--- config.mk ---
export PLATFORM = sky130hd
export DESIGN_NAME = nback_engine
export DESIGN_NICKNAME = d
export VERILOG_FILES = /design/src/rtl/nback_engine.sv
export SDC_FILE = /design/constraint.sdc
export NUM_CORES = 1
export LEC_CHECK = 0
export CAP_MARGIN = 20
export CORE_ASPECT_RATIO = 0.5
export CORE_UTILIZATION = 61
export DETAILED_ROUTE_END_ITERATION = 10
export HOLD_SLACK_MARGIN = 0.05
export PLACE_DENSITY = 0.84
export SETUP_SLACK_MARGIN = 0.5
export SLEW_MARGIN = 30
export SYNTH_ARGS = -nofsm -noshare
export SYNTH_HDL_FRONTEND = slang
export SYNTH_SLANG_ARGS = --single-unit
--- constraint.sdc ---
create_clock -name clk_i -period 4.6 [get_ports clk_i]
set_input_delay 0.69 -clock clk_i [delete_from_list [all_inputs] [get_ports clk_i]]
set_output_delay 0.69 -clock clk_i [all_outputs]
set_load 0.005 [all_outputs]
--- src/rtl/nback_engine.sv ---
// nback_engine: runtime-configurable N-back game engine.
//   Each round the engine fetches a random symbol over a valid/ready
//   handshake. It shows the symbol for SYMBOL_TICKS cycles, then shows a
//   blank pause for PAUSE_TICKS cycles. It then judges the player's
//   "match" answer against the symbol seen n rounds earlier.
//   The game ends after ROUNDS rounds (win), or earlier once MAX_ERRORS
//   wrong judgements have been made (loss).
// Ports:
//   clk_i, s_rst_n_i       clock and synchronous active-low reset
//   start_i, n_sel_i       start pulse and requested depth (latched at start)
//   answer_stb_i           player "match" strobe
//   symbol_i/_valid_i      random symbol source; symbol_ready_o in FETCH
//   current_symbol_o       shown symbol (0 outside SHOW); symbol_on_o in SHOW
//   in_game_o              high while a game is running
//   round_o/score_o/errors_o  live counters
//   round_done_stb_o       one-cycle pulse per judged round
//   round_correct_o        judgement result, qualified by round_done_stb_o
//   result_valid_o         game result is valid
//   win_nlost_o            game result (1 = won, 0 = lost)
module nback_engine #(
  parameter int N_MAX        = 4,
  parameter int SYMBOL_W     = 8,
  parameter int SYMBOL_TICKS = 200000000,
  parameter int PAUSE_TICKS  = 200000000,
  parameter int ROUNDS       = 32,
  parameter int MAX_ERRORS   = 3,
  parameter int SCORE_W      = 8
) (
  input  logic                       clk_i,
  input  logic                       s_rst_n_i,
  input  logic                       start_i,
  input  logic [$clog2(N_MAX+1)-1:0] n_sel_i,
  input  logic                       answer_stb_i,
  input  logic [SYMBOL_W-1:0]        symbol_i,
  input  logic                       symbol_valid_i,
  output logic                       symbol_ready_o,
  output logic [SYMBOL_W-1:0]        current_symbol_o,
  output logic                       symbol_on_o,
  output logic                       in_game_o,
  output logic [SCORE_W-1:0]         round_o,
  output logic [SCORE_W-1:0]         score_o,
  output logic [SCORE_W-1:0]         errors_o,
  output logic                       round_done_stb_o,
  output logic                       round_correct_o,
  output logic                       result_valid_o,
  output logic                       win_nlost_o
);

  localparam int NW   = $clog2(N_MAX+1);
  localparam int IW   = (N_MAX > 1) ? $clog2(N_MAX) : 1;
  localparam int TMAX = (SYMBOL_TICKS > PAUSE_TICKS) ? SYMBOL_TICKS : PAUSE_TICKS;
  localparam int TW   = $clog2(TMAX+1);

  typedef enum logic [2:0] {IDLE, FETCH, SHOW, PAUSE, JUDGE, DONE} state_e;

  state_e                           state_q, state_d;
  logic [TW-1:0]                    tick_q, tick_d;
  logic [NW-1:0]                    n_q, n_d;
  logic [SYMBOL_W-1:0]              sym_q, sym_d;
  logic [N_MAX-1:0][SYMBOL_W-1:0]   hist_q, hist_d;
  logic                             answered_q, answered_d;
  logic [SCORE_W-1:0]               round_q, round_d;
  logic [SCORE_W-1:0]               score_q, score_d;
  logic [SCORE_W-1:0]               errors_q, errors_d;
  logic                             win_q, win_d;

  logic          match, correct;
  logic [IW-1:0] hidx;

  // hist_q[0] holds the previous round's symbol, so depth n compares with entry n-1.
  assign hidx    = IW'(n_q - 1'b1);
  assign match   = (round_q >= SCORE_W'(n_q)) && (sym_q == hist_q[hidx]);
  assign correct = (answered_q == match);

  always_comb begin
    state_d    = state_q;
    tick_d     = tick_q;
    n_d        = n_q;
    sym_d      = sym_q;
    hist_d     = hist_q;
    answered_d = answered_q;
    round_d    = round_q;
    score_d    = score_q;
    errors_d   = errors_q;
    win_d      = win_q;

    // Strobes only count while the symbol or the pause is on screen.
    if ((state_q == SHOW || state_q == PAUSE) && answer_stb_i) answered_d = 1'b1;

    case (state_q)
      IDLE, DONE: begin
        if (start_i) begin
          if (n_sel_i == '0)               n_d = NW'(1);
          else if (n_sel_i > NW'(N_MAX))   n_d = NW'(N_MAX);
          else                             n_d = n_sel_i;
          round_d    = '0;
          score_d    = '0;
          errors_d   = '0;
          hist_d     = '0;
          answered_d = 1'b0;
          win_d      = 1'b0;
          tick_d     = '0;
          state_d    = FETCH;
        end
      end
      FETCH: begin
        if (symbol_valid_i) begin
          sym_d   = symbol_i;
          tick_d  = '0;
          state_d = SHOW;
        end
      end
      SHOW: begin
        if (tick_q == TW'(SYMBOL_TICKS-1)) begin
          tick_d  = '0;
          state_d = PAUSE;
        end else begin
          tick_d = tick_q + 1'b1;
        end
      end
      PAUSE: begin
        if (tick_q == TW'(PAUSE_TICKS-1)) begin
          tick_d  = '0;
          state_d = JUDGE;
        end else begin
          tick_d = tick_q + 1'b1;
        end
      end
      JUDGE: begin
        if (correct) score_d  = (score_q == {SCORE_W{1'b1}}) ? score_q : score_q + 1'b1;
        else         errors_d = errors_q + 1'b1;
        for (int i = N_MAX-1; i > 0; i--) hist_d[i] = hist_q[i-1];
        hist_d[0]  = sym_q;
        answered_d = 1'b0;
        round_d    = round_q + 1'b1;
        tick_d     = '0;
        // The loss check takes priority over completing the final round.
        if (errors_d == SCORE_W'(MAX_ERRORS)) begin
          win_d   = 1'b0;
          state_d = DONE;
        end else if (round_q == SCORE_W'(ROUNDS-1)) begin
          win_d   = 1'b1;
          state_d = DONE;
        end else begin
          state_d = FETCH;
        end
      end
      default: state_d = IDLE;
    endcase
  end

  always_ff @(posedge clk_i) begin
    if (!s_rst_n_i) begin
      state_q    <= IDLE;
      tick_q     <= '0;
      n_q        <= NW'(1);
      sym_q      <= '0;
      hist_q     <= '0;
      answered_q <= 1'b0;
      round_q    <= '0;
      score_q    <= '0;
      errors_q   <= '0;
      win_q      <= 1'b0;
    end else begin
      state_q    <= state_d;
      tick_q     <= tick_d;
      n_q        <= n_d;
      sym_q      <= sym_d;
      hist_q     <= hist_d;
      answered_q <= answered_d;
      round_q    <= round_d;
      score_q    <= score_d;
      errors_q   <= errors_d;
      win_q      <= win_d;
    end
  end

  // All outputs decode directly from flops.
  assign symbol_ready_o   = (state_q == FETCH);
  assign symbol_on_o      = (state_q == SHOW);
  assign current_symbol_o = (state_q == SHOW) ? sym_q : '0;
  assign in_game_o        = (state_q == FETCH) || (state_q == SHOW) ||
                            (state_q == PAUSE) || (state_q == JUDGE);
  assign round_o          = round_q;
  assign score_o          = score_q;
  assign errors_o         = errors_q;
  assign round_done_stb_o = (state_q == JUDGE);
  assign round_correct_o  = (state_q == JUDGE) && correct;
  assign result_valid_o   = (state_q == DONE);
  assign win_nlost_o      = win_q;

endmodule

Word-level counts from Yosys, hierarchy flattened
Index checks and enable logic that the tools add are counted.
W data, S select, Z words.

operators by class
  magnitude comparators = 3
  add/subtract/negate cells = 5
  equal/unequal tests = 18
  multiplexer cells = 33
  reduce and logical (&&, ||, !) cells = 20

operator list
  cell                     number
  $pmux W28 S4             1
  $mux W28                 3
  $pmux W32 S2             1
  $mux W8                  7
  $pmux W8 S2              3
  $mux W32                 1
  $add A28 B1 Y28 const B  1
  $eq A28 B28 Y1 const B   1
  $add A8 B1 Y8 const B    3
  $mux W3                  8
  $bmux W8 S2              1
  $pmux W3 S5              1
  $eq A8 B2 Y1 const B     1
  $eq A8 B5 Y1 const B     1
  $eq A8 B8 Y1             1
  $eq A8 B8 Y1 const B     1
  $ge A8 B3 Y1             1
  $reduce_and A4 Y1        2
  $eq A3 B2 Y1 const B     2
  $eq A3 B3 Y1 const B     2
  $logic_not A3 Y1         2
  $ne A2 B1 Y1 const B     3
  $ne A2 B2 Y1 const B     3
  $reduce_and A2 Y1        3
  other kinds (14)         26

storage, ports and cells
  input port bits = 16
  bits in registers = 100
  output and inout bits = 39
  logic and storage cells = 92

Logic depth before layout (Yosys ltp)
  depth after elaboration = 11
  mapped depth = 13
  mapped depth without buffers = 11

Least setup slack after synthesis
No wires, ideal clock.

  path type = reg-to-output
  from = register n_q[0]
  to = output round_correct_o
  cell stages (with the launch flop) = 9
  arrival time = 2223 ps
  data required time = 3910 ps
  buffers on the path = 2
  slack = 1687 ps
  cell sequence = dfxtp_1 -> buf_2 -> mux4_2 -> xnor2_1 -> nand4_2 -> nor2_4 -> xor2_4 -> clkbuf_1 -> nor2_1

on the way
  word-level cells in the longest chain between the ends = 7
  elaborated cells on any way between the ends = 8
  those cells by class = add/sub (1); order compare (1); eq/ne (2); mux (2); reduce/logical (2)

ends and longest elaborated chain
  item                           line  RTL
  start: declaration             58    logic [NW-1:0] n_q, n_d;
  start signal: assignment       167   n_q <= n_d;
  $sub A2 B1 Y2                  71    assign hidx = IW'(n_q - 1'b1);
  $bmux W8 S2                    72    assign match = (round_q >= SCORE_W'(n_q)) && (sym_q == hist_q[hidx]);
  $mux W8 (implied by the code)  72
  $eq A8 B8 Y1                   72
  $logic_and A1 B1 Y1 *          72
  $eq A1 B1 Y1 *                 73    assign correct = (answered_q == match);
  $logic_and A1 B1 Y1 *          188   assign round_correct_o = (state_q == JUDGE) && correct;
  end: declaration               44    output logic round_correct_o,

Every way passes the cells marked *; elsewhere a longest branch is shown, timed or not. The select of a mux whose other input is x is not followed.

Final worst setup path
Same ends and word-level chain as after synthesis.

==> flow_summary_export.csv <==
group,metric,value,unit
outcome,status,"finished, final reports clean",
global_routing,grt_use_total,27.8,%
clocking,clkLatencyLatePin,340,ps
setup_path,endpoint_kind,"primary output",
placement,globalplace.congestion,0.819,
synthesis,synth_edf_count,0,
synthesis,syn_nets,627,
routing,ant_nets,0,
pwr,p_per_area,351,nW/um^2
clocking,cts_setup_buffers,0,
sta,maxSlewHeadroom,40.0,%
worst_hold_path,hp-class,"reg2reg",
die,dieArea,8500,sq um
pwr,p_leak,1.95,nW
final_layout,multi_input_area,2760,sq um
placement,hpwlAfterDp,7310,um
clocking,clock-root-buffer,"clkbuf_16",
sta,fmax,0.254,GHz
synthesis,ys_seq_elements,100,
setup_path,max_stage_delay,560,ps
setup_path,path_depth,8,
routing,vias,4327,
die,coreArea,7600,sq um
global_routing,grt_pass1_wl,18500,um
placement,placed_cells,738,
clocking,cts.sinks,100,
placement,place_area,5530,sq um
setup_path,critical_path.top_delay_family,"simple AND/OR/NAND/NOR gates",
routing,drtPass1Iterations,4,
clocking,cts_made_buffers,9,
worst_hold_path,hp-start,"hist_q[22]",
synthesis,synth_area_per_cell,8.20,sq um
sta,finClkSkew,5.38,ps
routing,routedWlPerCell,14.6,um
die,die_w,129,um
final_layout,syn_to_final_growth,17.9,%
global_routing,grt_max_degree,56,
sta,tightest_slew,891,ps
routing,drc,0,
synthesis,synth_warnings,0,
synthesis,syn_area,4950,sq um
pwr,ir_drop,0.222,mV
setup_path,slowest_stage,"mux4_2",
global_routing,antenna_found_initial,0,
synthesis,synth_flop_cell,"dfxtp_1",
synthesis,ys_types,57,
sta,finalSetupViolations,0,
setup_path,crit_type,"reg2out",
sta,fin_tns_setup,0,ps
sta,rsz0062_at_grt,"no",
setup_path,critical_path_buf_inv_count,1,
die,pin_count,55,
routing,drt_iter0_drc,352,
final_layout,final_cell_count_no_fill,753,
clocking,cts_buffer_depth,2,
setup_path,crit_path_start_kind,"register",
setup_path,critPathMaxFanout,16,
setup_path,r2r_slack,1350,ps
global_routing,grt_overflow,0,
die,num_rows,22,
sta,post-route-period-util,85.6,%
setup_path,crit_path_start,"n_q[0]",
die,initial_core_util,65.2,%
global_routing,first_global_vias,3975,
sta,hold_viol_final,0,
setup_path,crit_required,3910,ps
synthesis,synth_async_sr_flop_share,0,%
final_layout,seq_area,2000,sq um
routing,vias_per_cell,5.75,
flow_run,drv_cap,0,
final_layout,drive_above_1_share,5.74,%
placement,portBuffers,54,
setup_path,path_cells,"mux4_2, xor2_1, nor3_1, nand4_2, nor2_4, xor2_4, nor2_1, clkdlybuf4s50_1",
final_layout,final_nets,664,
clocking,cts.clk_slew.worst_paths,60,ps
synthesis,seq_area_frac_synth,40.4,%
routing,wirelength,11000,um
die,die_h,65.7,um
pwr,total_power,2.05,mW
setup_path,worstPathArrival,3250,ps
final_layout,fill_cells,605,
sta,fin_crit,3940,ps
final_layout,diodes,0,
worst_hold_path,hold_depth,2,
synthesis,netlist_instances,604,
clocking,htreeDepth,3,
sta,maxSlewViolCount,0,
final_layout,fin_area,5840,sq um
clocking,cts_tree,"built",
setup_path,reg2reg_from,"n_q[0]",
setup_path,reg2reg_depth,9,
worst min-delay path, stage by stage, from the launching register on:
cell	delay [ps]
dfxtp_1	320
nand2_1	60
a21oi_1	50
logic make-up (layout without fill, tap and decap cells):
group / count (synthesis) / in the layout / share of synthesized area (%)
xor+xnor: 40 / 40 / 7.45
buf+inv: 47 / 88 / 3.89
simple gates: 286 / 286 / 28.2
compound gates: 98 / 98 / 11.8
fa+ha+maj: 7 / 7 / 1.77
flops: 100 / 100 / 40.4
mux: 26 / 26 / 6.44
final timing paths:
check,to
setup / recovery,round_correct_o
hold reg to reg,hist_q[30]
hold / removal,hist_q[30]
setup reg to reg,score_o[7]
power by group:
part	internal [mW]	switching [mW]	leakage, nW
Clock	0.449	0.312	0.145
Combinational	0.136	0.227	0.995
Sequential	0.884	0.0392	0.807
metrics by stage:
stage	setup WS (ps)	hold WS [ps]	utilization, %
after floorplan	1690	442	-
after global placement	929	454	72.8
after detailed placement	853	461	72.8
after CTS	613	468	76.8
after global routing	517	494	76.8
final	665	471	76.8
cell usage in the layout (no fill, tap or decap), types with 9 or more instances in the layout:
| cell type | netlist | routed |
|---|---|---|
| inv_1 | 10 | 10 |
| nand3_1 | 54 | 54 |
| nor2_1 | 67 | 67 |
| clkdlybuf4s50_1 | 0 | 54 |
| mux2i_1 | 18 | 18 |
| and2_1 | 12 | 12 |
| clkbuf_16 | 0 | 9 |
| xor2_1 | 20 | 20 |
| a21oi_1 | 56 | 56 |
| xnor2_1 | 19 | 19 |
| and3_1 | 12 | 12 |
| nor3_1 | 14 | 14 |
| dfxtp_1 | 100 | 98 |
| nand2_1 | 76 | 76 |
synthesized netlist by cell type (all sizes together), types with 2 or more instances:
master   count  area (sq um)
inv         10          37.5
a21oi       56           280
nand3b       3          22.5
nand2b       7          43.8
dfxtp      100          2000
ha           7          87.6
and2        12          75.1
buf          9          50.0
or4          7          52.6
or2          2          12.5
o2111ai      3          26.3
o21ai       13          65.1
nor3        15          80.1
nor4         3          18.8
clkbuf      26          97.6
clkinv       2          7.51
a41oi        2          17.5
xnor2       19           166
nand2       76           285
nand3       54           270
o32ai        2          25.0
mux2i       18           180
and3        12          75.1
o311ai       4          35.0
nand4        7          50.1
or3          5          31.3
a31oi        5          31.3
a311oi       4          35.0
nor2b        5          31.3
a22oi        2          15.0
nor2        68           263
a211oi       3          22.5
mux2         4          48.8
nor3b        4          30.0
mux4         4          90.1
xor2        21           203
layout make-up:
cell class	count	area share [%]
Clock buffer	12	4.39
Clock inverter	3	0.793
Sequential cell	100	34.3
Tap cell	108	2.31
Multi-Input combinational cell	457	47.2
Timing Repair Buffer	61	10.2
Inverter	12	0.772
per-layer routing:
| metal | GRT usage (%) | part of all wire, % |
|---|---|---|
| met4 | 9.16 | 1.6 |
| met3 | 5.86 | 4.0 |
| met5 | 0 | 0 |
| met2 | 48.8 | 49 |
| met1 | 34.3 | 45 |
state kept, by name, summed over array words and instances, names as in the netlist:
| signal | count |
|---|---|
| n_q | 3 |
| hist_q | 32 |
| answered_q | 1 |
| state_q | 3 |
| round_o | 8 |
| sym_q | 8 |
| errors_o | 8 |
| win_nlost_o | 1 |
| score_o | 8 |
| tick_q | 28 |
what timing repair did:
item,4_1_cts,5_1_grt
cloned,0,0
resized for setup,1,1
hold buffers,0,0
setup endpoints to repair,1,1
pin swaps,0,0
Note: power is estimated with default switching activity, not from simulation.
